--- config.mk ---
export PLATFORM = sky130hd
export DESIGN_NAME = fetch_prefetch_unit
export DESIGN_NICKNAME = d
export VERILOG_FILES = /design/src/rtl/fetch_prefetch_unit.sv
export SDC_FILE = /design/constraint.sdc
export NUM_CORES = 1
export LEC_CHECK = 0
export ABC_AREA = 1
export CAP_MARGIN = 40
export CORE_MARGIN = 3
export CORE_UTILIZATION = 50
export CTS_CLUSTER_DIAMETER = 120
export DETAILED_ROUTE_END_ITERATION = 6
export GPL_TIMING_DRIVEN = 0
export MAX_ROUTING_LAYER = met4
export PLACE_DENSITY = 0.73
export SLEW_MARGIN = 25
export SYNTH_ARGS = -nofsm -noshare
export SYNTH_HDL_FRONTEND = slang
export SYNTH_SLANG_ARGS = --single-unit
--- constraint.sdc ---
create_clock -name clk -period 7.04 [get_ports clk]
set_input_delay 1.408 -clock clk [delete_from_list [all_inputs] [get_ports clk]]
set_output_delay 1.408 -clock clk [all_outputs]
set_load 0.1 [all_outputs]
--- src/rtl/fetch_prefetch_unit.sv ---
// Instruction-fetch front end: handshaked memory port feeding a small prefetch
// queue of {pc, instruction} pairs, with redirect flush and halt support.
module fetch_prefetch_unit #(
   parameter int WORD_SIZE = 16,
   parameter int DEPTH = 4,
   parameter logic [WORD_SIZE-1:0] RESET_PC = '0
) (
   input  logic                   clk,
   input  logic                   reset,
   output logic                   imem_req,
   output logic [WORD_SIZE-1:0]   imem_addr,
   input  logic                   imem_ready,
   input  logic [WORD_SIZE-1:0]   imem_rdata,
   input  logic                   redirect_valid,
   input  logic [WORD_SIZE-1:0]   redirect_pc,
   input  logic                   halt,
   output logic                   inst_valid,
   output logic [WORD_SIZE-1:0]   inst,
   output logic [WORD_SIZE-1:0]   inst_pc,
   input  logic                   inst_ready,
   output logic [$clog2(DEPTH):0] queue_count,
   output logic [WORD_SIZE-1:0]   fetch_count
);

   localparam int PTR_W = $clog2(DEPTH);
   localparam int CNT_W = PTR_W + 1;
   localparam logic [CNT_W-1:0] DEPTH_C = CNT_W'(DEPTH);
   localparam logic [CNT_W-1:0] ONE_C = CNT_W'(1);

   typedef enum logic [1:0] {IDLE, FETCH, DRAIN} state_t;

   state_t               state;
   logic [WORD_SIZE-1:0] fetch_pc;
   logic [WORD_SIZE-1:0] pc_q [DEPTH];
   logic [WORD_SIZE-1:0] inst_q [DEPTH];
   logic [PTR_W-1:0]     wr_ptr;
   logic [PTR_W-1:0]     rd_ptr;
   logic                 fire;
   logic                 enq;

   assign imem_req   = (state == FETCH) || (state == DRAIN);
   assign inst_valid = (queue_count != '0);
   assign inst       = inst_q[rd_ptr];
   assign inst_pc    = pc_q[rd_ptr];
   assign fire       = inst_valid && inst_ready;
   assign enq        = (state == FETCH) && imem_ready && !redirect_valid;

   // Queue storage needs no reset; occupancy alone says which slots are live.
   always_ff @(posedge clk) begin
      if (enq) begin
         pc_q[wr_ptr]   <= imem_addr;
         inst_q[wr_ptr] <= imem_rdata;
      end
   end

   always_ff @(posedge clk or posedge reset) begin
      if (reset) begin
         state       <= IDLE;
         imem_addr   <= RESET_PC;
         fetch_pc    <= RESET_PC;
         wr_ptr      <= '0;
         rd_ptr      <= '0;
         queue_count <= '0;
         fetch_count <= '0;
      end else begin
         if (fire)
            fetch_count <= fetch_count + 1'b1;

         // A redirect still counts a same-cycle fire, but wipes the queue.
         if (redirect_valid) begin
            wr_ptr      <= '0;
            rd_ptr      <= '0;
            queue_count <= '0;
         end else begin
            if (enq)
               wr_ptr <= wr_ptr + 1'b1;
            if (fire)
               rd_ptr <= rd_ptr + 1'b1;
            if (enq && !fire)
               queue_count <= queue_count + ONE_C;
            else if (!enq && fire)
               queue_count <= queue_count - ONE_C;
         end

         // Space checks use the pre-edge count and ignore a same-edge fire,
         // so an issued request always has a free slot for its response.
         case (state)
            IDLE: begin
               if (redirect_valid) begin
                  fetch_pc <= redirect_pc;
               end else if (!halt && (queue_count < DEPTH_C)) begin
                  state     <= FETCH;
                  imem_addr <= fetch_pc;
               end
            end
            FETCH: begin
               if (redirect_valid) begin
                  fetch_pc <= redirect_pc;
                  state    <= imem_ready ? IDLE : DRAIN;
               end else if (imem_ready) begin
                  fetch_pc <= imem_addr + 1'b1;
                  if (!halt && (queue_count < (DEPTH_C - ONE_C)))
                     imem_addr <= imem_addr + 1'b1;
                  else
                     state <= IDLE;
               end
            end
            DRAIN: begin
               if (redirect_valid)
                  fetch_pc <= redirect_pc;
               if (imem_ready)
                  state <= IDLE;
            end
            default: state <= IDLE;
         endcase
      end
   end

   occupancy_bound: assert property (@(posedge clk) disable iff (reset) queue_count <= DEPTH_C);

endmodule

# == Yosys cells after proc, flatten, opt, wreduce, memory -nomap -nowiden ==
# Memories as Yosys holds them, arrays and structs flattened.
# Cells that the tools add are included.
# totals
input_bits,38
ramBits,128
memories,2
register_bits,57
output_inout_bits,69
# classes
magnitude_cmp,2
reduce_logical,23
add_sub_neg,6
muxes,27
n_eq_ne,11
# mem_list
memory,words,word_bits,read_ports,rd_clocked_by_memory_dff,write_ports,line,source
inst_q,4,16,1,0,1,35,logic [WORD_SIZE-1:0] inst_q [DEPTH];
pc_q,4,16,1,0,1,34,logic [WORD_SIZE-1:0] pc_q [DEPTH];
# op_table
op,count
$mux W16,8
$pmux W16 S2,2
$add A16 B1 Y16 const B,2
$mux W2,11
$ne A2 B2 Y1 const B,5
$mux W3,3
$reduce_bool A2 Y1,4
$logic_and A1 B1 Y1,7
$ne A3 B3 Y1 const B,2
$pmux W2 S3,1
$reduce_and A6 Y1,1
$reduce_bool A3 Y1,2
$reduce_and A5 Y1,1
$add A2 B1 Y2 const B,2
$logic_not A1 Y1,4
$ne A2 B1 Y1 const B,2
$add A3 B1 Y3 const B,1
$lt A3 B2 Y1 const B,1
$lt A3 B3 Y1 const B,1
$reduce_and A3 Y1,1
$sub A3 B1 Y3 const B,1
$eq A2 B1 Y1 const B,1
$eq A2 B2 Y1 const B,1
$logic_not A2 Y1,1
3 further kinds,4

# == Logic depth before layout (Yosys ltp) ==
# Gate-level depths: netlist (run 1).
# depth
word_depth,8
ltp_mapped,12
depth_no_buf,11

# == Worst setup path before layout (run 1) ==
# Ideal clock, no wire load.
# synth_timing
path_kind,register to output
start,reg rd_ptr[0]
end,out inst[10]
t_required_ns,5.632
path_stages_with_launch,6
n_path_buf,2
slack_ns,3.201
arrival_ns,2.431
cell_sequence,dfrtp_1 buf_2 inv_1 clkbuf_1 o21ai_0 o22ai_1
# synth_via
elab_chain_cells,1
# synth_rtl
element,line,source
from (decl),37,logic [PTR_W-1:0] rd_ptr;
from (signal assigned),78,rd_ptr <= rd_ptr + 1'b1;
$mem_v2 Z4 W16,n/a,
to (decl),18,"output logic [WORD_SIZE-1:0] inst,"
# No other way between the ends.

# == Worst setup path in the final report (run 1) ==
# layout_timing
start,reg rd_ptr[0]
end,out inst_pc[12]
# layout_via
elab_chain_cells,1
# layout_rtl
element,line,source
$mem_v2 Z4 W16,n/a,
to (decl),19,"output logic [WORD_SIZE-1:0] inst_pc,"
# No other way between the ends.

==> impl_results.html, run 1 <==
<table>
<tr><th>Metric</th><th>Value</th></tr>
<tr><th colspan="2">STA</th></tr>
<tr><td>Number of max-slew violations in the final report</td><td>0</td></tr>
<tr><td>Worst hold slack after final layout</td><td>between 0.4 and 0.5 ns</td></tr>
<tr><td>Layout Skew</td><td>0.00576 ns</td></tr>
<tr><td>Max-slew headroom at the worst pin</td><td>about three fifths</td></tr>
<tr><td>Achievable clock frequency</td><td>around 0.24 GHz</td></tr>
<tr><td>Unrepaired setup endpoints after global routing</td><td>false</td></tr>
<tr><td>Number of endpoints with negative hold slack in the final report</td><td>0</td></tr>
<tr><td>Crit path time final</td><td>slightly above 4 ns</td></tr>
<tr><td>Final worst path period share</td><td>between 50% and 60%</td></tr>
<tr><td>Slew at the pin closest to its max-slew limit</td><td>between 0.6 and 0.7 ns</td></tr>
<tr><td>Final setup violation count</td><td>0</td></tr>
<tr><td>Setup TNS after final layout</td><td>0 ns</td></tr>
<tr><th colspan="2">Cells and area</th></tr>
<tr><td># nets final</td><td>1038</td></tr>
<tr><td>Share of layout cells above drive strength 1</td><td>14.2%</td></tr>
<tr><td>ANT cells</td><td>0</td></tr>
<tr><td>Fillers</td><td>1080</td></tr>
<tr><td>Post-synthesis to final-layout area growth</td><td>40.0%</td></tr>
<tr><th colspan="2">Die</th></tr>
<tr><td>Chip Width</td><td>roughly 130 µm</td></tr>
<tr><td>Row count</td><td>46</td></tr>
<tr><td>Die Height</td><td>134 µm</td></tr>
<tr><td>Effective utilization at floorplan</td><td>51.1%</td></tr>
<tr><td>Full die area</td><td>0.0179 mm²</td></tr>
<tr><td>Area of the placeable core</td><td>0.0159 mm²</td></tr>
<tr><td>Top Ports</td><td>about 110</td></tr>
<tr><th colspan="2">Global route</th></tr>
<tr><td>Via count of the first global-routing pass</td><td>6594</td></tr>
<tr><td>Total global-route track usage</td><td>about a quarter</td></tr>
<tr><td>Initial antenna violation count</td><td>0</td></tr>
<tr><td>Wire length of the first global-routing pass</td><td>between 30000 and 40000 µm</td></tr>
<tr><td>Leftover overflow at the end of global routing</td><td>0</td></tr>
<tr><td>Maximum number of pins on one net before global-route repair</td><td>just over 40</td></tr>
<tr><th colspan="2">Power</th></tr>
<tr><td>Sequential cell fraction of total power</td><td>between 20% and 30%</td></tr>
<tr><td>Relative contribution of combinational cells to total power</td><td>between 50% and 60%</td></tr>
<tr><td>Leakage component of the power</td><td>about 4.5 nW</td></tr>
<tr><td>Peak ir drop on the vdd network</td><td>a little over 0.4 mV</td></tr>
<tr><td>Clock network fraction of total power</td><td>~17%</td></tr>
<tr><td>Switching pwr</td><td>~2.6 mW</td></tr>
<tr><td>Int Pwr</td><td>about 3.0 mW</td></tr>
<tr><td>Total power density per cell area</td><td>between 400 and 500 mW/mm²</td></tr>
<tr><td>Switching share of total power</td><td>a little under half</td></tr>
<tr><th colspan="2">Synth</th></tr>
<tr><td>Area share of the largest cell type after synthesis</td><td>roughly 47%</td></tr>
<tr><td>Synth unique cells</td><td>33</td></tr>
<tr><td>Netlist area before placement</td><td>~0.008 mm²</td></tr>
<tr><td>Top flip-flop cell by instance count after synthesis</td><td>edfxtp_1</td></tr>
<tr><td>Post-Synthesis Cells</td><td>between 700 and 800</td></tr>
<tr><td>Number of flops mapped to enable cells by yosys</td><td>between 100 and 150</td></tr>
<tr><td>Fraction of registers with async set or reset after synthesis</td><td>a little under a third</td></tr>
<tr><td>Top area cells in the synthesized netlist</td><td>edfxtp_1 (47%), dfrtp_1 (17%), nand2_1 (7.5%)</td></tr>
<tr><td>Top cell type by total area after synthesis</td><td>edfxtp_1</td></tr>
<tr><td>Synth Register Bits</td><td>around 190</td></tr>
<tr><td>Per-instance average area after synthesis</td><td>slightly above 10 µm²</td></tr>
<tr><td>Sequential fraction of the synthesis area</td><td>between 60 and 70%</td></tr>
<tr><td>Count of warnings emitted by yosys</td><td>0</td></tr>
<tr><td>Number of nets in the synthesized netlist</td><td>840</td></tr>
<tr><th colspan="2">Routing</th></tr>
<tr><td>Post-detailed-route via-to-cell ratio</td><td>between 5 and 6</td></tr>
<tr><td>Antenna viol nets, final</td><td>0</td></tr>
<tr><td>Via count</td><td>6468</td></tr>
<tr><td>First DRT Iteration DRCs</td><td>541</td></tr>
<tr><td>Final routed wire length divided by cell count</td><td>approximately 17 µm</td></tr>
<tr><td>Met2 routed wirelength</td><td>about 11000 µm</td></tr>
<tr><td>Drt drc</td><td>0</td></tr>
<tr><td>Routed met1 length</td><td>around 8600 µm</td></tr>
<tr><td>Final WL</td><td>slightly above 20000 µm</td></tr>
<tr><td>Top routing layer used</td><td>met4</td></tr>
<tr><td>First-pass iteration count of the detailed router</td><td>5</td></tr>
<tr><td>Routed wl met3</td><td>1230 µm</td></tr>
<tr><th colspan="2">Clock tree</th></tr>
<tr><td>Clock Path Buffers</td><td>2</td></tr>
<tr><td>H-tree depth</td><td>4</td></tr>
<tr><td>Clock Pin Slew Worst Setup and Hold Paths</td><td>around 0.07 ns</td></tr>
<tr><td>Cell at the root of the clock tree</td><td>clkbuf_16</td></tr>
<tr><td>Clock insertion delay at the later pin of the skew report</td><td>around 0.44 ns</td></tr>
<tr><td>CTS tree</td><td>built</td></tr>
<tr><td>Count of cells resized by post-cts repair</td><td>0</td></tr>
<tr><td>Number of buffers inserted by post-CTS setup repair</td><td>0</td></tr>
<tr><td>TritonCTS buffer count</td><td>17</td></tr>
<tr><td>Clock net sink count</td><td>185</td></tr>
<tr><td>Hold buffer count at cts</td><td>0</td></tr>
<tr><th colspan="2">Placement</th></tr>
<tr><td>Placer's final routability congestion estimate</td><td>roughly 0.96</td></tr>
<tr><td>Port Buf Inserts</td><td>roughly 110</td></tr>
<tr><td>Estimated wirelength of the detail-placed design</td><td>roughly 14000 µm</td></tr>
<tr><th colspan="2">Worst hold path</th></tr>
<tr><td>HP Class</td><td>register to register</td></tr>
<tr><th colspan="2">Setup path</th></tr>
<tr><td>Setup crit start kind</td><td>register</td></tr>
<tr><td>Critical path start-end classification</td><td>register to primary output</td></tr>
<tr><td>Crit path arrival time</td><td>2.75 ns</td></tr>
<tr><td>Setup crit end kind</td><td>primary output</td></tr>
<tr><td>Required arrival time at the worst endpoint</td><td>~5.6 ns</td></tr>
<tr><td>Crit Path Max Fanout</td><td>10</td></tr>
<tr><th colspan="2">Run status</th></tr>
<tr><td>Result of the run</td><td>finished, final reports clean</td></tr>
<tr><th colspan="2">Run</th></tr>
<tr><td>Count of maximum capacitance violations</td><td>0</td></tr>
</table>
==> stage by stage <==
stage               util [%]  total power, mW  instance area [µm²]  cells  worst slack (ns)
CTS                     71.6             5.67                11400   1219              2.90
global route            71.6             5.90                11400   1219              2.72
detailed placement      67.8             4.68                10800   1187              3.41
finish                  71.6             5.65                11400   1219              2.88
global placement        59.4             4.02                 9470   1113              1.85
floorplan                  -             3.43                 8150    792              3.20
==> routing by layer <==
layer / vias to the layer above / track usage [%]
li1: 3095 / -
met1: 3107 / 31.1
met2: 243 / 41.0
met3: 23 / 4.57
met4: 0 / 6.97
met5: - / -
==> sequential cells by signal, summed over array words and instances, names as in the netlist <==
signal and cells:
fetch_count 16, imem_addr 16, state 2, rd_ptr 2, queue_count 3, pc_q 64, inst_q 64, fetch_pc 16
wr_ptr 2
==> path summary, 6_finish.rpt <==
check	start	endpoint	slack (ns)	cells past startpoint
worst max-delay path	rd_ptr[0]	inst_pc[12]	2.88	7
worst min-delay path	fetch_pc[13]	fetch_pc[13]	0.48	2
worst max register to register	state[1]	pc_q[3][1]	4.53	8
worst min register to register	fetch_pc[13]	fetch_pc[13]	0.48	2
max in group asynchronous	reset	imem_addr[4]	5.29	3
min in group asynchronous	reset	state[0]	1.26	2
==> synth_stat cells, drive strengths merged (14+ instances only) <==
cell type and number:
a21oi 14, buf 14, clkbuf 17, dfrtp 57, edfxtp 128, inv 44, nand2 167, nand3 31
nor2 153, o21ai 89, o22ai 32
==> power groups by stage <==
stage / registers [mW] / clock network [mW] / logic [mW]
floorplan: 2.02 / 0 / 1.41
global placement: 1.60 / 0 / 2.43
detailed placement: 1.60 / 0 / 3.08
CTS: 1.59 / 0.987 / 3.10
global route: 1.62 / 1.03 / 3.25
finish: 1.59 / 0.979 / 3.08
==> cell type report <==
type / instances / area [µm²] / area share [%]
buffer: 31 / 169 / 1.48
clock buffer: 21 / 460 / 4.03
clock inverter: 11 / 145 / 1.27
inverter: 44 / 168 / 1.47
multi-input combinational: 532 / 2580 / 22.6
sequential: 185 / 5270 / 46.2
tap: 216 / 270 / 2.37
timing repair buffer: 179 / 2350 / 20.6
==> layout by cell type (no fill, tap or decap), types with 5 or more instances in the layout <==
master / n
nand2_1: 162
buf_2: 6
clkdlybuf4s50_1: 105
xnor2_1: 7
nor2_4: 5
o22ai_1: 32
buf_8: 58
xor2_1: 10
a21oi_1: 14
nor2_1: 145
o21ai_0: 85
inv_1: 40
buf_16: 15
clkbuf_1: 19
nand4_1: 10
nand3_1: 28
clkbuf_16: 17
edfxtp_1: 128
ha_1: 9
dfrtp_1: 57
==> worst max-delay path: stages, from the launching register on <==
cell,delay [ns]
dfrtp_1,0.39
buf_2,0.20
inv_1,0.13
clkbuf_1,0.42
o21ai_0,0.18
o22ai_1,0.17
clkdlybuf4s50_1,0.63
buf_16,0.20
==> logic make-up (layout without fill, tap and decap cells) <==
family,count (synthesis),in the layout,share of synthesized area (%)
AND/OR/NAND/NOR,368,368,18.8
flip-flops,185,185,64.7
AO/OA/AOI/OAI,137,137,9.03
buffers and inverters,75,286,4.10
XOR/XNOR,17,17,1.83
adder cells (fa/ha/maj),10,10,1.63
Power figures use the tool's default switching activity.
==> run 2, diff against run 1 <==
- PLACE_DENSITY: 0.73 -> 0.76
- clock period: 7.04 -> 3.4 ns (I/O delays scaled with it)
==> impl_results.html, run 2 (synthesis results as in run 1) <==
<table>
<tr><th>Metric</th><th>Value</th></tr>
<tr><th colspan="2">Placement</th></tr>
<tr><td>Instance area after placement</td><td>0.0108 mm²</td></tr>
<tr><td>Worst setup timing slack at the placement stage</td><td>0.497 ns</td></tr>
<tr><td>Placer's final routability congestion estimate</td><td>0.927</td></tr>
<tr><td>Estimated wirelength of the detail-placed design</td><td>14400 µm</td></tr>
<tr><td>Port Buf Inserts</td><td>between 100 and 150</td></tr>
<tr><th colspan="2">Die</th></tr>
<tr><td>Die Height</td><td>around 130 µm</td></tr>
<tr><td>Area of the placeable core</td><td>~0.016 mm²</td></tr>
<tr><td>Effective utilization at floorplan</td><td>about 51%</td></tr>
<tr><td>Full die area</td><td>0.0179 mm²</td></tr>
<tr><td>Chip Width</td><td>134 µm</td></tr>
<tr><td>Row count</td><td>46</td></tr>
<tr><td>Top Ports</td><td>around 110</td></tr>
<tr><th colspan="2">Global route</th></tr>
<tr><td>Maximum number of pins on one net before global-route repair</td><td>38</td></tr>
<tr><td>Total global-route track usage</td><td>approximately a quarter</td></tr>
<tr><td>Leftover overflow at the end of global routing</td><td>0</td></tr>
<tr><td>Wire length of the first global-routing pass</td><td>around 33000 µm</td></tr>
<tr><td>Initial antenna violation count</td><td>0</td></tr>
<tr><td>Via count of the first global-routing pass</td><td>roughly 6700</td></tr>
<tr><th colspan="2">Run</th></tr>
<tr><td>Count of maximum capacitance violations</td><td>0</td></tr>
<tr><th colspan="2">Clock tree</th></tr>
<tr><td>H-tree depth</td><td>4</td></tr>
<tr><td>Clock insertion delay at the later pin of the skew report</td><td>approximately 0.43 ns</td></tr>
<tr><td>TritonCTS buffer count</td><td>17</td></tr>
<tr><td>Cell at the root of the clock tree</td><td>clkbuf_16</td></tr>
<tr><td>Number of buffers inserted by post-CTS setup repair</td><td>0</td></tr>
<tr><td>Clock Path Buffers</td><td>2</td></tr>
<tr><td>Clock Pin Slew Worst Setup and Hold Paths</td><td>0.07 ns</td></tr>
<tr><td>Clock net sink count</td><td>roughly 190</td></tr>
<tr><td>Hold buffer count at cts</td><td>0</td></tr>
<tr><td>CTS tree</td><td>built</td></tr>
<tr><th colspan="2">Setup path</th></tr>
<tr><td>Crit path arrival time</td><td>approximately 2.6 ns</td></tr>
<tr><td>Endpoint of the most critical setup path</td><td>inst_pc[9]</td></tr>
<tr><td>Setup crit start kind</td><td>register</td></tr>
<tr><td>Crit path max-delay cell type</td><td>clkdlybuf4s50_1</td></tr>
<tr><td>Critical path start-end classification</td><td>register to primary output</td></tr>
<tr><td>Reg2reg end</td><td>inst_q[0][15]</td></tr>
<tr><td>Crit Path Max Fanout</td><td>10</td></tr>
<tr><td>Slowest cell delay on critical path</td><td>about 0.56 ns</td></tr>
<tr><td>Reg2reg setup slack</td><td>approximately 0.96 ns</td></tr>
<tr><td>Launch point of the worst reg-to-reg path</td><td>state[1]</td></tr>
<tr><td>Required arrival time at the worst endpoint</td><td>2.72 ns</td></tr>
<tr><td>Critical path launch point</td><td>rd_ptr[0]</td></tr>
<tr><td>Cells traversed along the worst timing path</td><td>buf_2 &gt; inv_1 &gt; buf_4 &gt; clkbuf_4 &gt; nor2_1 &gt; o22ai_1 &gt; clkdlybuf4s50_1 &gt; buf_8</td></tr>
<tr><td>Worst Reg-to-Reg Cells</td><td>8</td></tr>
<tr><td>Setup crit end kind</td><td>primary output</td></tr>
<tr><th colspan="2">Cells and area</th></tr>
<tr><td>Most common library cell in the layout ignoring fill and taps</td><td>nand2_1</td></tr>
<tr><td>ANT cells</td><td>0</td></tr>
<tr><td>Post-synthesis to final-layout area growth</td><td>39.4%</td></tr>
<tr><td>Share of layout cells above drive strength 1</td><td>about 14%</td></tr>
<tr><td>Commonest non-fill, non-tap cells in the layout</td><td>nand2_1 (162), nor2_1 (145), edfxtp_1 (128)</td></tr>
<tr><td>Largest registers</td><td>inst_q x64, pc_q x64</td></tr>
<tr><td>Layout Utilization</td><td>a little under three quarters</td></tr>
<tr><td># nets final</td><td>roughly 1000</td></tr>
<tr><td>Fillers</td><td>roughly 1100</td></tr>
<tr><td>Final std cell area, no fill</td><td>roughly 0.011 mm²</td></tr>
<tr><th colspan="2">STA</th></tr>
<tr><td>Max-slew headroom at the worst pin</td><td>roughly three fifths</td></tr>
<tr><td>PnR worst setup slack</td><td>about 0.09 ns</td></tr>
<tr><td>Slew at the pin closest to its max-slew limit</td><td>0.585 ns</td></tr>
<tr><td>Setup TNS after final layout</td><td>0 ns</td></tr>
<tr><td>Number of endpoints with negative hold slack in the final report</td><td>0</td></tr>
<tr><td>Crit path time final</td><td>3.31 ns</td></tr>
<tr><td>Number of max-slew violations in the final report</td><td>0</td></tr>
<tr><td>Achievable clock frequency</td><td>0.302 GHz</td></tr>
<tr><td>Layout Skew</td><td>between 0.008 and 0.009 ns</td></tr>
<tr><td>Final setup violation count</td><td>0</td></tr>
<tr><td>Final worst path period share</td><td>97.4%</td></tr>
<tr><th colspan="2">Power</th></tr>
<tr><td>Peak ir drop on the vdd network</td><td>between 0.8 and 0.9 mV</td></tr>
<tr><td>Total power density per cell area</td><td>a little over 1000 mW/mm²</td></tr>
<tr><td>Total Power Consumption</td><td>about 12 mW</td></tr>
<tr><td>Leakage component of the power</td><td>~4.5 nW</td></tr>
<tr><th colspan="2">Routing</th></tr>
<tr><td>Post-detailed-route via-to-cell ratio</td><td>approximately 5.4</td></tr>
<tr><td>Drt drc</td><td>0</td></tr>
<tr><td>First DRT Iteration DRCs</td><td>487</td></tr>
<tr><td>Antenna viol nets, final</td><td>0</td></tr>
<tr><td>Final routed wire length divided by cell count</td><td>around 17 µm</td></tr>
<tr><td>Via count</td><td>between 6000 and 7000</td></tr>
<tr><td>First-pass iteration count of the detailed router</td><td>5</td></tr>
<tr><td>Final WL</td><td>20300 µm</td></tr>
<tr><th colspan="2">Worst hold path</th></tr>
<tr><td>HP Class</td><td>register to register</td></tr>
<tr><th colspan="2">Run status</th></tr>
<tr><td>Result of the run</td><td>finished, final reports clean</td></tr>
</table>
-- run 2: cell count changes in the layout (fill, tap and decap cells not counted), sizes merged --
cell and delta:
clkinv +3, clkbuf -2, clkdlybuf4s50 -2, buf -1, bufinv -1, clkinvlp +1
-- run 2: power by group --
part / switching [mW] / internal, mW / total (mW)
logic: 4.13 / 2.23 / 6.36
clock network: 0.816 / 1.07 / 1.89
registers: 0.422 / 2.86 / 3.28
-- run 2: worst max-delay path, delay by kind of cell (launching register included) --
family	cells	cell delay (ns)
and+or+nand+nor	1	0.06
buffers and inverters	6	1.50
DFF	1	0.39
AOI/OAI and AO/OA	1	0.24
-- run 2: worst min-delay path by stage --
stage / start / depth (start not counted) / slack (ns) / to
after floorplan: fetch_pc[0] / 2 / 0.45 / fetch_pc[0]
after global placement: fetch_pc[8] / 2 / 0.46 / fetch_pc[8]
after global routing: fetch_pc[7] / 2 / 0.50 / fetch_pc[7]
after detailed placement: fetch_pc[13] / 2 / 0.47 / fetch_pc[13]
final: fetch_pc[0] / 2 / 0.48 / fetch_pc[0]
after CTS: fetch_pc[13] / 2 / 0.48 / fetch_pc[13]
-- run 2: routing by layer --
layer,track usage [%],vias up,routed length [µm]
met5,-,-,0
met3,4.15,39,1250
met2,39.4,247,10200
met1,30.4,3140,8430
li1,-,3095,-
met4,8.97,0,427
-- run 2: final cells by class --
class	instances	area, µm²	area share [%]
sequential	185	5270	46.4
multi-input combinational	532	2580	22.7
timing repair buffer	177	2330	20.5
clock buffer	18	429	3.78
tap	216	270	2.38
buffer	31	184	1.62
inverter	44	168	1.48
clock inverter	14	131	1.16
-- run 2: metrics by stage --
stage	hold WS, ns	cells
6_report	0.480	1217
5_1_grt	0.501	1217
4_1_cts	0.484	1219
3_5_place_dp	0.466	1187
3_3_place_gp	0.464	1113
2_1_floorplan	0.449	792
-- run 2: repair_timing --
item | in CTS | in global routing
resized for setup | 1 | 15
endpoints found under the setup margin | 1 | 23
gates cloned | 0 | 0
